`config.mk`:
```
export PLATFORM = sky130hd
export DESIGN_NAME = shiftreg_chain
export DESIGN_NICKNAME = d
export VERILOG_FILES = /design/src/rtl/shiftreg_pkg.sv /design/src/rtl/sr_tick_gen.sv /design/src/rtl/shiftreg_chain.sv
export SDC_FILE = /design/constraint.sdc
export NUM_CORES = 1
export LEC_CHECK = 0
export CORE_MARGIN = 2
export CORE_UTILIZATION = 45
export DETAILED_ROUTE_END_ITERATION = 6
export PLACE_DENSITY = 0.76
export SKIP_CTS_REPAIR_TIMING = 1
export SYNTH_ARGS = -nofsm -noshare
export SYNTH_HDL_FRONTEND = slang
export SYNTH_SLANG_ARGS = --single-unit
```
`constraint.sdc`:
```
create_clock -name i_clk -period 5.3 [get_ports i_clk]
set_clock_uncertainty 0.2 [all_clocks]
set_input_delay 0.53 -clock i_clk [delete_from_list [all_inputs] [get_ports i_clk]]
set_output_delay 0.53 -clock i_clk [all_outputs]
set_load 0.1 [all_outputs]
```
`src/rtl/shiftreg_pkg.sv`:
```
// ============================================================================
// Module   : shiftreg_pkg
// Purpose  : Shared types and helpers for the 74HC595 chain driver.
// Revision : 1.0 - initial release
// ============================================================================
`default_nettype none

package shiftreg_pkg;

  localparam int BITS_PER_CHIP = 8;

  typedef enum logic [2:0] {
    IDLE     = 3'd0,
    BIT_LO   = 3'd1,
    BIT_HI   = 3'd2,
    LATCH_LO = 3'd3,
    LATCH_HI = 3'd4
  } sr_state_t;

  function automatic int frame_width(input int n_chips);
    return n_chips * BITS_PER_CHIP;
  endfunction

endpackage

`default_nettype wire

```
`src/rtl/sr_tick_gen.sv`:
```
// ============================================================================
// Module   : sr_tick_gen
// Purpose  : Phase timer; pulses phase_done on the last cycle of each
//            CLK_DIV-cycle phase while run is high.
// Revision : 1.0 - initial release
// ============================================================================
`default_nettype none

module sr_tick_gen #(
  parameter int CLK_DIV = 2
) (
  input  logic clk,
  input  logic rst_n,
  input  logic restart,
  input  logic run,
  output logic phase_done
);

  generate
    if (CLK_DIV == 1) begin : g_div1
      // Every cycle is a whole phase, so no counter is needed.
      assign phase_done = run & ~restart;
    end else begin : g_divn
      localparam int CNT_W = $clog2(CLK_DIV);
      localparam logic [CNT_W-1:0] LAST = CNT_W'(CLK_DIV - 1);

      logic [CNT_W-1:0] cnt;

      always_ff @(posedge clk or negedge rst_n) begin
        if (!rst_n) begin
          cnt <= '0;
        end else if (restart || !run || (cnt == LAST)) begin
          cnt <= '0;
        end else begin
          cnt <= cnt + CNT_W'(1);
        end
      end

      assign phase_done = run && !restart && (cnt == LAST);
    end
  endgenerate

endmodule

`default_nettype wire

```
`src/rtl/shiftreg_chain.sv`:
```
// ============================================================================
// Module   : shiftreg_chain
// Purpose  : Serialises one frame per handshake into a daisy chain of
//            74HC595s (SRCLK / SER / RCLK / OE_n).
// Options  : SHIFTREG_READBACK_EN adds i_SER_IN / o_Rdback chain readback.
// Revision : 1.0 - initial release
// ============================================================================
`default_nettype none

module shiftreg_chain
  import shiftreg_pkg::*;
#(
  parameter int  N_CHIPS   = 2,
  parameter int  CLK_DIV   = 2,
  parameter bit  MSB_FIRST = 1'b1,
  localparam int W         = frame_width(N_CHIPS)
) (
  input  logic         i_clk,
  input  logic         i_rst_n,
  input  logic [W-1:0] i_Data,
  input  logic         i_Enable,
  output logic         o_Ready,
  output logic         o_SRCLK,
  output logic         o_SER_OUT,
  output logic         o_RCLK,
`ifdef SHIFTREG_READBACK_EN
  input  logic         i_SER_IN,
  output logic [W-1:0] o_Rdback,
`endif
  output logic         o_OE_n
);

  localparam int BCW = $clog2(W + 1);
  localparam logic [BCW-1:0] LAST_BIT = BCW'(W - 1);

  sr_state_t      state;
  sr_state_t      state_nx;
  logic [W-1:0]   shreg;
  logic [W-1:0]   shreg_shift;
  logic [BCW-1:0] bit_cnt;
  logic           ser;
  logic           oe_n;
  logic           accept;
  logic           phase_done;
  logic           last_bit;
  logic           bit_end;
  logic           latch_end;

  function automatic logic head(input logic [W-1:0] v);
    return MSB_FIRST ? v[W-1] : v[0];
  endfunction

  assign accept      = (state == IDLE) && i_Enable;
  assign last_bit    = (bit_cnt == LAST_BIT);
  assign bit_end     = (state == BIT_HI) && phase_done;
  assign latch_end   = (state == LATCH_HI) && phase_done;
  assign shreg_shift = MSB_FIRST ? {shreg[W-2:0], 1'b0} : {1'b0, shreg[W-1:1]};

  sr_tick_gen #(
    .CLK_DIV (CLK_DIV)
  ) u_tick (
    .clk        (i_clk),
    .rst_n      (i_rst_n),
    .restart    (accept),
    .run        (state != IDLE),
    .phase_done (phase_done)
  );

  always_ff @(posedge i_clk or negedge i_rst_n) begin
    if (!i_rst_n) begin
      state <= IDLE;
    end else begin
      state <= state_nx;
    end
  end

  always_comb begin
    state_nx = state;
    o_Ready  = 1'b0;
    o_SRCLK  = 1'b0;
    o_RCLK   = 1'b0;
    unique case (state)
      IDLE: begin
        o_Ready = 1'b1;
        if (i_Enable) state_nx = BIT_LO;
      end
      BIT_LO: begin
        if (phase_done) state_nx = BIT_HI;
      end
      BIT_HI: begin
        o_SRCLK = 1'b1;
        if (phase_done) state_nx = last_bit ? LATCH_LO : BIT_LO;
      end
      LATCH_LO: begin
        if (phase_done) state_nx = LATCH_HI;
      end
      LATCH_HI: begin
        o_RCLK = 1'b1;
        if (phase_done) state_nx = IDLE;
      end
      default: state_nx = IDLE;
    endcase
  end

  // SER is registered separately so it keeps the last transmitted bit in IDLE.
  always_ff @(posedge i_clk or negedge i_rst_n) begin
    if (!i_rst_n) begin
      shreg   <= '0;
      bit_cnt <= '0;
      ser     <= 1'b0;
    end else if (accept) begin
      shreg   <= i_Data;
      bit_cnt <= '0;
      ser     <= head(i_Data);
    end else if (bit_end) begin
      shreg <= shreg_shift;
      if (!last_bit) begin
        bit_cnt <= bit_cnt + BCW'(1);
        ser     <= head(shreg_shift);
      end
    end
  end

  // Outputs stay disabled until the first complete frame has been latched.
  always_ff @(posedge i_clk or negedge i_rst_n) begin
    if (!i_rst_n) begin
      oe_n <= 1'b1;
    end else if (latch_end) begin
      oe_n <= 1'b0;
    end
  end

  assign o_SER_OUT = ser;
  assign o_OE_n    = oe_n;

`ifdef SHIFTREG_READBACK_EN
  logic [W-1:0] cap;
  logic [W-1:0] rdback;

  always_ff @(posedge i_clk or negedge i_rst_n) begin
    if (!i_rst_n) begin
      cap    <= '0;
      rdback <= '0;
    end else begin
      if (bit_end) begin
        cap <= MSB_FIRST ? {cap[W-2:0], i_SER_IN} : {i_SER_IN, cap[W-1:1]};
      end
      if (latch_end) begin
        rdback <= cap;
      end
    end
  end

  assign o_Rdback = rdback;
`endif

endmodule

`default_nettype wire

```
* Yosys cells after proc, flatten, opt, wreduce, memory -nomap -nowiden *
Index checks and enable logic that the tools add are counted.

word-level totals
  register bits after elaboration = 26
  bits of input ports = 19
  output and inout port bits = 5
  word-level logic and storage cells = 52

cells by class
  add/subtract/negate cells = 2
  eq/ne operators = 11
  multiplexer cells = 19
  reduce and logical (&&, ||, !) cells = 14

operator list
  operator                                                                  count
  15-bit two-way mux                                                        2
  3-bit two-way mux                                                         5
  5-bit two-way mux                                                         3
  3-bit case mux with 5 select lines                                        1
  2-bit inequality test (second input constant)                             5
  1-bit two-way mux                                                         7
  3-bit by 2-bit equality test with 1-bit output (second input constant)    2
  5-bit by 1-bit adder with 5-bit output (second input constant)            1
  5-bit by 4-bit equality test with 1-bit output (second input constant)    1
  1-bit logical AND                                                         5
  5-bit AND reduction                                                       1
  3-bit by 1-bit equality test with 1-bit output (second input constant)    1
  3-bit equality test (second input constant)                               1
  3-bit zero test                                                           1
  3-bit nonzero test                                                        1
  1-bit zero test                                                           2
  1-bit logical OR                                                          2
  2-bit two-way mux                                                         1
  2-bit by 1-bit inequality test with 1-bit output (second input constant)  1
  2-bit AND reduction                                                       1
  2-bit nonzero test                                                        1
  1-bit adder (second input constant)                                       1

* Logic depth before layout (Yosys ltp) *
Gate-level depths: netlist of the first run.

  depth in word-level cells = 8
  depth in mapped cells = 7
  gate-level depth less buffers = 6

* By module *
From an unflattened synthesis of the first run, not the netlist that was laid out.

unflattened totals
  cells, all modules = 114
  area, all modules = 1,450.1 µm²

by module, submodules not included
  module          instances  cells each  area an instance (µm²)  seq. area each (µm²)
  shiftreg_chain  1          111         1,403.8                 626.9
  sr_tick_gen     1          3           46.3                    25.0

* Worst setup path after synthesis of the first run *
No wires, ideal clock.

  kind = reg-to-output
  start = register state[1]
  end = output o_RCLK
  data arrival time = 2.887 ns
  data required time = 4.570 ns
  path slack = 1.683 ns
  cell stages (with the launch flop) = 3
  buffers on the path = 1
  cell sequence = dfrtp_1 clkbuf_1 nor3b_1

between the ends
  cells in the longest elaborated chain, start to end = 2

ends and longest elaborated chain
  element                 RTL line              text
  start, declared         shiftreg_chain.sv:36  sr_state_t state;
  start signal, assigned  shiftreg_chain.sv:73  state <= state_nx;
  3-bit equality test     shiftreg_chain.sv:82  unique case (state)
  1-bit two-way mux       shiftreg_chain.sv:82
  end, declared           shiftreg_chain.sv:25  output logic o_RCLK,

Every way passes these cells.

* Final worst setup path of the first run *
Same ends and word-level chain as after synthesis.

==> results of run 1 <==
## critical path: stages (launching register included)
cell and delay [ns]:
dfrtp_1 0.52, nor3b_1 0.38, clkdlybuf4s50_1 1.20
## cells in the mapped netlist, drive strengths merged
cell | number | area, um^2
mux2i | 2 | 20.0
nand2 | 2 | 7.51
mux2 | 26 | 345
dfstp | 1 | 26.3
o21bai | 1 | 7.51
nor4b | 1 | 8.76
nand4bb | 1 | 11.3
o211ai | 2 | 15.0
inv | 5 | 18.8
clkbuf | 5 | 18.8
nor3b | 2 | 15.0
ha | 2 | 25.0
o311ai | 1 | 8.76
buf | 4 | 47.5
or3b | 1 | 8.76
nand3b | 1 | 7.51
or4b | 1 | 13.8
dfrtp | 25 | 626
a211oi | 1 | 7.51
nand2b | 2 | 12.5
a221oi | 1 | 8.76
a21oi | 4 | 20.0
or3 | 1 | 6.26
nor3 | 2 | 10.0
and3 | 1 | 6.26
nor2 | 3 | 11.3
o21ai | 4 | 20.0
a21boi | 2 | 15.0
or4 | 1 | 7.51
nor2b | 2 | 12.5
o31ai | 2 | 15.0
or2 | 1 | 6.26
a31oi | 1 | 6.26
nand3 | 1 | 5.00
o2bb2ai | 2 | 17.5
## state kept, by name, indices dropped and copies added, names as in the netlist
signal	cells
shreg	15
u_tick.g_divn.cnt	1
o_SER_OUT	1
state	3
bit_cnt	5
o_OE_n	1
## layout make-up
class / instances / share of cell area, %
Tap cell: 44 / 3.26
Multi-Input combinational cell: 74 / 40.4
Inverter: 5 / 1.11
Timing Repair Buffer: 25 / 14.5
Clock buffer: 4 / 2.15
Sequential cell: 26 / 38.6
## metrics by stage
stage	util, %	instance area, um^2	worst slack, ns	instances
floorplan	-	1420	1.68	114
global placement	54.6	1650	2.58	174
detailed placement	54.6	1650	2.51	174
CTS	55.8	1690	2.14	178
global route	55.8	1690	2.01	178
finish	55.8	1690	2.16	178
## routing by layer
layer	track usage (%)	part of all wire, %
met2	23.6	49
met3	3.25	4.5
met4	3.81	0.34
met1	18.6	46
met5	0	0
## worst paths after layout
kind | start | endpoint | cells after the start
worst max register to register | state[1]$_DFFE_PN0P_ | shreg[6]$_DFFE_PN0P_ | 3
worst min register to register | o_OE_n$_DFFE_PN1P_ | o_OE_n$_DFFE_PN1P_ | 1
worst max-delay path | state[1]$_DFFE_PN0P_ | o_RCLK | 2
worst min-delay path | o_OE_n$_DFFE_PN1P_ | o_OE_n$_DFFE_PN1P_ | 1
max in group asynchronous | i_rst_n | o_OE_n$_DFFE_PN1P_ | 2
min in group asynchronous | i_rst_n | shreg[9]$_DFFE_PN0P_ | 2
## kinds of logic after synthesis
kind of cell	Yosys count
fa+ha+maj	2
compound gates	21
mux	28
buf+inv	14
flops	26
simple gates	23
## power by group through the flow
stage / Clock (W) / Sequential (W) / Combinational [W]
after floorplan: 0 / 0.000338 / 0.000409
after global placement: 0 / 0.000345 / 0.000459
after detailed placement: 0 / 0.000352 / 0.000467
after CTS: 0.000102 / 0.000347 / 0.000470
after global routing: 0.000111 / 0.000359 / 0.000499
final: 0.0000961 / 0.000348 / 0.000463
==> impl_table.tex, run 1 <==
\begin{tabular}{lr}
\hline
Metric & Value \\
\hline
\multicolumn{2}{l}{\textbf{Finish}} \\
\quad Sequential cell area in the final layout & $\sim$650 um\^{}2 \\
\quad Antenna diode instance count & 0 \\
\quad Highest-count cells in the layout ignoring fill and taps & dfrtp\_1, clkdlybuf4s50\_1, mux2\_4, mux2\_2, inv\_1 \\
\quad Leading cell type in the layout, fill and taps excluded & dfrtp\_1 \\
\quad Number of nets in the layout & 156 \\
\quad Combined area of the multi-input logic cells & 682 um\^{}2 \\
\quad Filler instances & $\sim$270 \\
\quad Share of layout cells above drive strength 1 & a little over a quarter \\
\quad Area overhead of the layout relative to synthesis & 19.0\% \\
\multicolumn{2}{l}{\textbf{Logic synthesis}} \\
\quad Area fraction in and, or, nand and nor cells after synthesis & 10.6\% \\
\quad Cell area after synthesis & 1420 um\^{}2 \\
\quad XOR/XNOR share of the synthesized area & 0\% \\
\quad Yosys synthesis warning count & 0 \\
\quad Number of cells produced by synthesis & about 110 \\
\quad Post-synthesis register bit count & 26 \\
\quad Main combinational cell family by area after synthesis & multiplexers \\
\quad Average instance area after synthesis & about 12 um\^{}2 \\
\quad Post-synthesis sequential area ratio & between 40\% and 50\% \\
\quad Post-synthesis adder-cell area fraction & 1.76\% \\
\quad Proportion of synthesized area in mux cells & about 26\% \\
\quad Number of distinct library cell variants in the gate-level netlist after synthesis & 39 \\
\quad Compound-Gate Fraction of Synth Area & around a tenth \\
\quad Net Count, Synth & 135 \\
\multicolumn{2}{l}{\textbf{Clock tree}} \\
\quad Clock tree from TritonCTS & built \\
\quad CTS H-Tree Depth & 1 \\
\quad Number of buffers created by CTS & 3 \\
\quad Buffer cell driving the clock tree root & clkbuf\_4 \\
\quad Clock insertion delay at the later pin of the skew report & between 0.3 and 0.4 ns \\
\quad Maximum count of clock buffers along a single path & 2 \\
\quad Clock-pin slew of the registers on the worst-case setup and hold paths & roughly 0.13 ns \\
\quad Sinks on Clock Net & 26 \\
\multicolumn{2}{l}{\textbf{Timing}} \\
\quad Actual transition at the worst max-transition pin & 0.962 ns \\
\quad Setup Viol. Count Final & 0 \\
\quad Hold violation total from the final report & 0 \\
\quad Max-slew violation count & 0 \\
\quad Total Neg Setup Slack & 0 ns \\
\quad Fraction of the cycle the final worst path needs & roughly three fifths \\
\quad Worst hold-check slack & around 0.29 ns \\
\quad Worst slew margin relative to its limit & 35.7\% \\
\quad Unrepaired setup endpoints after global routing & no \\
\quad Minimum clock period & approximately 3.1 ns \\
\quad Highest attainable clock frequency & 319 MHz \\
\multicolumn{2}{l}{\textbf{Floorplanning}} \\
\quad Initial standard-cell utilization of the core & between 40\% and 50\% \\
\quad Die height & 60.2 um \\
\quad Die span in x & $\sim$60 um \\
\quad Row count & 20 \\
\quad Die ar. & around 3600 um\^{}2 \\
\quad Top-level port count & 24 \\
\quad Total core area & 3030 um\^{}2 \\
\multicolumn{2}{l}{\textbf{Place}} \\
\quad RD Place Congestion & roughly 0.78 \\
\quad IO buf count & 23 \\
\quad Placed wire-length estimate after detailed placement & roughly 1.6 mm \\
\multicolumn{2}{l}{\textbf{Global route}} \\
\quad GRT Resource Usage Total & 14.2\% \\
\quad First-pass GRT wire length & a little under 4 mm \\
\quad Number of global-route vias before repair & 892 \\
\quad Grt total ovfl & 0 \\
\quad Pin count of the biggest net entering global routing & 27 \\
\quad Number of antenna violations at the first check in global routing & 0 \\
\multicolumn{2}{l}{\textbf{Power}} \\
\quad Switching portion of total power & 37.5\% \\
\quad Leakage power summed over all cells & around 0.73 nW \\
\quad Sw power & approximately 0.00034 W \\
\quad Combinational Power Share & about half \\
\quad Max VDD drop & 0.000271 V \\
\quad Pwr dens & between 500 and 600 nW/um\^{}2 \\
\quad P\_int & between 0.0005 and 0.0006 W \\
\quad Share of power burned in the clock network & a little over a tenth \\
\quad Register share of total power & 38.3\% \\
\quad Post-layout power & approximately 0.0009 W \\
\multicolumn{2}{l}{\textbf{Hold path}} \\
\quad Type of the tightest min-delay check & register to register \\
\multicolumn{2}{l}{\textbf{Detailed routing}} \\
\quad Iteration-0 DRC Markers & 46 \\
\quad Per-cell via count in the routed design & 5.14 \\
\quad Final Routed Wirelength & roughly 2.3 mm \\
\quad Detailed-router iteration count before antenna repair & 4 \\
\quad WL per Instance & approximately 13 um \\
\quad Detailed-route via count & between 900 and 1k \\
\quad DRC Markers & 0 \\
\quad Antenna violation net count after detailed routing & 0 \\
\multicolumn{2}{l}{\textbf{Flow run}} \\
\quad Maxcap violations & 0 \\
\multicolumn{2}{l}{\textbf{Critical path}} \\
\quad Critical path arrival & approximately 2.4 ns \\
\quad Worst setup slack for register-to-register paths & roughly 3.2 ns \\
\quad Peak fanout along the critical path & 12 \\
\quad Worst Path Class, Setup & register to output port \\
\quad Critical Path Start Type & register \\
\quad Crit. End Element & output port \\
\quad CP Data Required Time & 4.57 ns \\
\multicolumn{2}{l}{\textbf{Status}} \\
\quad Result of the run & finished clean \\
\hline
\end{tabular}
(Power assumes the default switching activity.)
==> inputs of run 2 (changes only) <==
Clock period 5.3 ns to 3.2 ns, I/O delays scaled along.
==> run 2 against run 1 <==
  * Die area unchanged
  * Highest routed layer unchanged
  * Utilization up 0.083 points
  * Sequential cell count unchanged
  * Cell area up 0.15%
  * Register-to-register slack worse by 2.1 ns
  * Non-clock buffer count unchanged
==> impl_table.tex, run 2 (same netlist as run 1, synthesis figures left out) <==
\begin{tabular}{lr}
\hline
Metric & Value \\
\hline
\multicolumn{2}{l}{\textbf{Floorplanning}} \\
\quad Initial standard-cell utilization of the core & 46.9\% (unchanged) \\
\quad Die span in x & 60.2 um (unchanged) \\
\quad Top-level port count & 24 (unchanged) \\
\quad Die ar. & 3620 um\^{}2 (unchanged) \\
\quad Total core area & 3030 um\^{}2 (unchanged) \\
\quad Die height & 60.2 um (unchanged) \\
\quad Row count & 20 (unchanged) \\
\multicolumn{2}{l}{\textbf{Global route}} \\
\quad Fraction of met3 tracks used by global routing & 1.95\% (-1.3 points) \\
\quad Global-route layer with the greatest usage & met2 \\
\quad Pin count of the biggest net entering global routing & 27 (unchanged) \\
\quad M2 GR Usage & 26.1\% (+2.5 points) \\
\quad Number of global-route vias before repair & 933 (+4.6\%) \\
\quad GRT Resource Usage Total & 14.4\% (+0.19 points) \\
\quad First-pass GRT wire length & 4.00 mm (+3.4\%) \\
\quad Number of antenna violations at the first check in global routing & 0 (unchanged) \\
\quad Grt total ovfl & 0 (unchanged) \\
\quad Met1 Resource Use GR & 17.7\% (-0.83 points) \\
\multicolumn{2}{l}{\textbf{Critical path}} \\
\quad Top cell by count, worst path & mux2\_4 \\
\quad Critical Path Start Type & register \\
\quad Critical path arrival & 2.17 ns (-0.24 ns) \\
\quad Cell-by-cell trace of the critical path & or4b\_4 -> mux2\_4 -> mux2\_4 \\
\quad Peak fanout along the critical path & 16 (+4) \\
\quad Critical path's largest stage delay & 0.72 ns (-0.48 ns) \\
\quad Worst Path Class, Setup & register to register \\
\quad Critical-path top delay cell & or4b\_4 \\
\quad CP Data Required Time & 3.20 ns (-1.37 ns) \\
\quad Crit. End Element & register \\
\multicolumn{2}{l}{\textbf{Flow run}} \\
\quad Maxcap violations & 0 (unchanged) \\
\multicolumn{2}{l}{\textbf{Finish}} \\
\quad Number of flip-flops under the largest register name & 15 (unchanged) \\
\quad Leading cell type in the layout, fill and taps excluded & dfrtp\_1 \\
\quad Highest-count cells in the layout ignoring fill and taps & dfrtp\_1, clkdlybuf4s50\_1, mux2\_4, mux2\_2, buf\_4 \\
\quad Largest registers ranked by flip-flop count & shreg x15, bit\_cnt x5, state x3 \\
\quad Share of layout cells above drive strength 1 & 32.8\% (+6.0 points) \\
\quad Register bank with the most flops & shreg \\
\quad Area overhead of the layout relative to synthesis & 19.2\% \\
\quad Filler instances & 265 (-2.2\%) \\
\quad Antenna diode instance count & 0 (unchanged) \\
\quad Number of nets in the layout & 156 (unchanged) \\
\multicolumn{2}{l}{\textbf{Clock tree}} \\
\quad Number of buffers created by CTS & 3 (unchanged) \\
\quad Maximum count of clock buffers along a single path & 2 (unchanged) \\
\quad Sinks on Clock Net & 26 (unchanged) \\
\quad CTS H-Tree Depth & 1 (unchanged) \\
\quad Buffer cell driving the clock tree root & clkbuf\_4 \\
\quad Clock insertion delay at the later pin of the skew report & 0.30 ns (about the same) \\
\quad Clock tree from TritonCTS & built \\
\quad Clock-pin slew of the registers on the worst-case setup and hold paths & 0.13 ns (about the same) \\
\multicolumn{2}{l}{\textbf{Timing}} \\
\quad Minimum clock period & roughly 2.2 ns \\
\quad Actual transition at the worst max-transition pin & 0.899 ns (-0.0625 ns) \\
\quad Worst slew margin relative to its limit & 39.2\% (+3.5 points) \\
\quad Unrepaired setup endpoints after global routing & no \\
\quad Total Neg Setup Slack & 0 ns (unchanged) \\
\quad Hold violation total from the final report & 0 (unchanged) \\
\quad Fraction of the cycle the final worst path needs & 67.7\% \\
\quad Setup Viol. Count Final & 0 (unchanged) \\
\quad Highest attainable clock frequency & roughly 460 MHz \\
\quad Max-slew violation count & 0 (unchanged) \\
\multicolumn{2}{l}{\textbf{Place}} \\
\quad Placed wire-length estimate after detailed placement & 1.70 mm (+4.0\%) \\
\quad RD Place Congestion & 0.694 (-11\%) \\
\quad IO buf count & 23 (unchanged) \\
\multicolumn{2}{l}{\textbf{Detailed routing}} \\
\quad Final Routed Wirelength & 2.42 mm (+3.8\%) \\
\quad WL per Instance & 13.6 um (+3.8\%) \\
\quad Detailed-route via count & 917 (+0.22\%) \\
\quad Antenna violation net count after detailed routing & 0 (unchanged) \\
\quad Detailed-router iteration count before antenna repair & 4 (unchanged) \\
\quad Iteration-0 DRC Markers & 29 (-37\%) \\
\quad DRC Markers & 0 (unchanged) \\
\quad Per-cell via count in the routed design & 5.15 (+0.22\%) \\
\multicolumn{2}{l}{\textbf{Status}} \\
\quad Result of the run & finished clean \\
\multicolumn{2}{l}{\textbf{Power}} \\
\quad Max VDD drop & 0.000520 V (+92\%) \\
\quad Pwr dens & 894 nW/um\^{}2 (+67\%) \\
\quad Post-layout power & 0.00151 W (+67\%) \\
\quad Leakage power summed over all cells & 0.746 nW (+1.9\%) \\
\multicolumn{2}{l}{\textbf{Hold path}} \\
\quad Type of the tightest min-delay check & primary input to asynchronous set/reset pin \\
\hline
\end{tabular}
-- run 2: worst paths after layout --
check / from / end / slack [ns] / cells past startpoint
setup reg to reg: state[1]$_DFFE_PN0P_ / shreg[6]$_DFFE_PN0P_ / 1.03 / 3
min in group i_clk: o_OE_n$_DFFE_PN1P_ / o_OE_n$_DFFE_PN1P_ / 0.30 / 1
hold reg to reg: o_OE_n$_DFFE_PN1P_ / o_OE_n$_DFFE_PN1P_ / 0.30 / 1
max in group asynchronous: i_rst_n / o_OE_n$_DFFE_PN1P_ / 2.34 / 2
hold / removal: i_rst_n / shreg[9]$_DFFE_PN0P_ / 0.17 / 2
setup / recovery: state[1]$_DFFE_PN0P_ / shreg[6]$_DFFE_PN0P_ / 1.03 / 3
-- run 2: layer usage --
layer,up-vias,routed length [um]
met1,445,1100
met3,2,100
met4,0,13
li1,455,-
met5,-,0
met2,15,1210
-- run 2: final cells by class --
class	instances	area [um^2]	area share, %
multi-input cells	74	697	41.2
repair buffers	25	233	13.8
well taps	44	55.1	3.25
clock buffers	4	36.3	2.14
inverters	5	18.8	1.11
flip-flops and latches	26	652	38.5
-- run 2: worst max-delay path: cells and delay by family (launching register included) --
family | cells | cell delay (ns)
flip-flops | 1 | 0.54
AND/OR/NAND/NOR | 1 | 0.72
multiplexers | 2 | 0.60
-- run 2: power breakdown --
part,total [W],switching (W),internal [W]
Sequential,0.000589,0.000125,0.000463
Combinational,0.000766,0.000363,0.000403
Clock,0.000158,0.0000885,0.0000694
Total,0.00151,0.000577,0.000936
-- run 2: through the flow --
step	instances	hold WS (ns)	worst slack [ns]	cell area (um^2)	util (%)
6_report	178	0.167	1.03	1690	55.9
5_1_grt	178	0.190	0.985	1690	55.9
3_3_place_gp	174	0.272	0.777	1660	54.7
3_5_place_dp	174	0.280	0.752	1660	54.7
4_1_cts	178	0.162	1.03	1690	55.9
2_1_floorplan	114	-0.176	0.750	1430	-
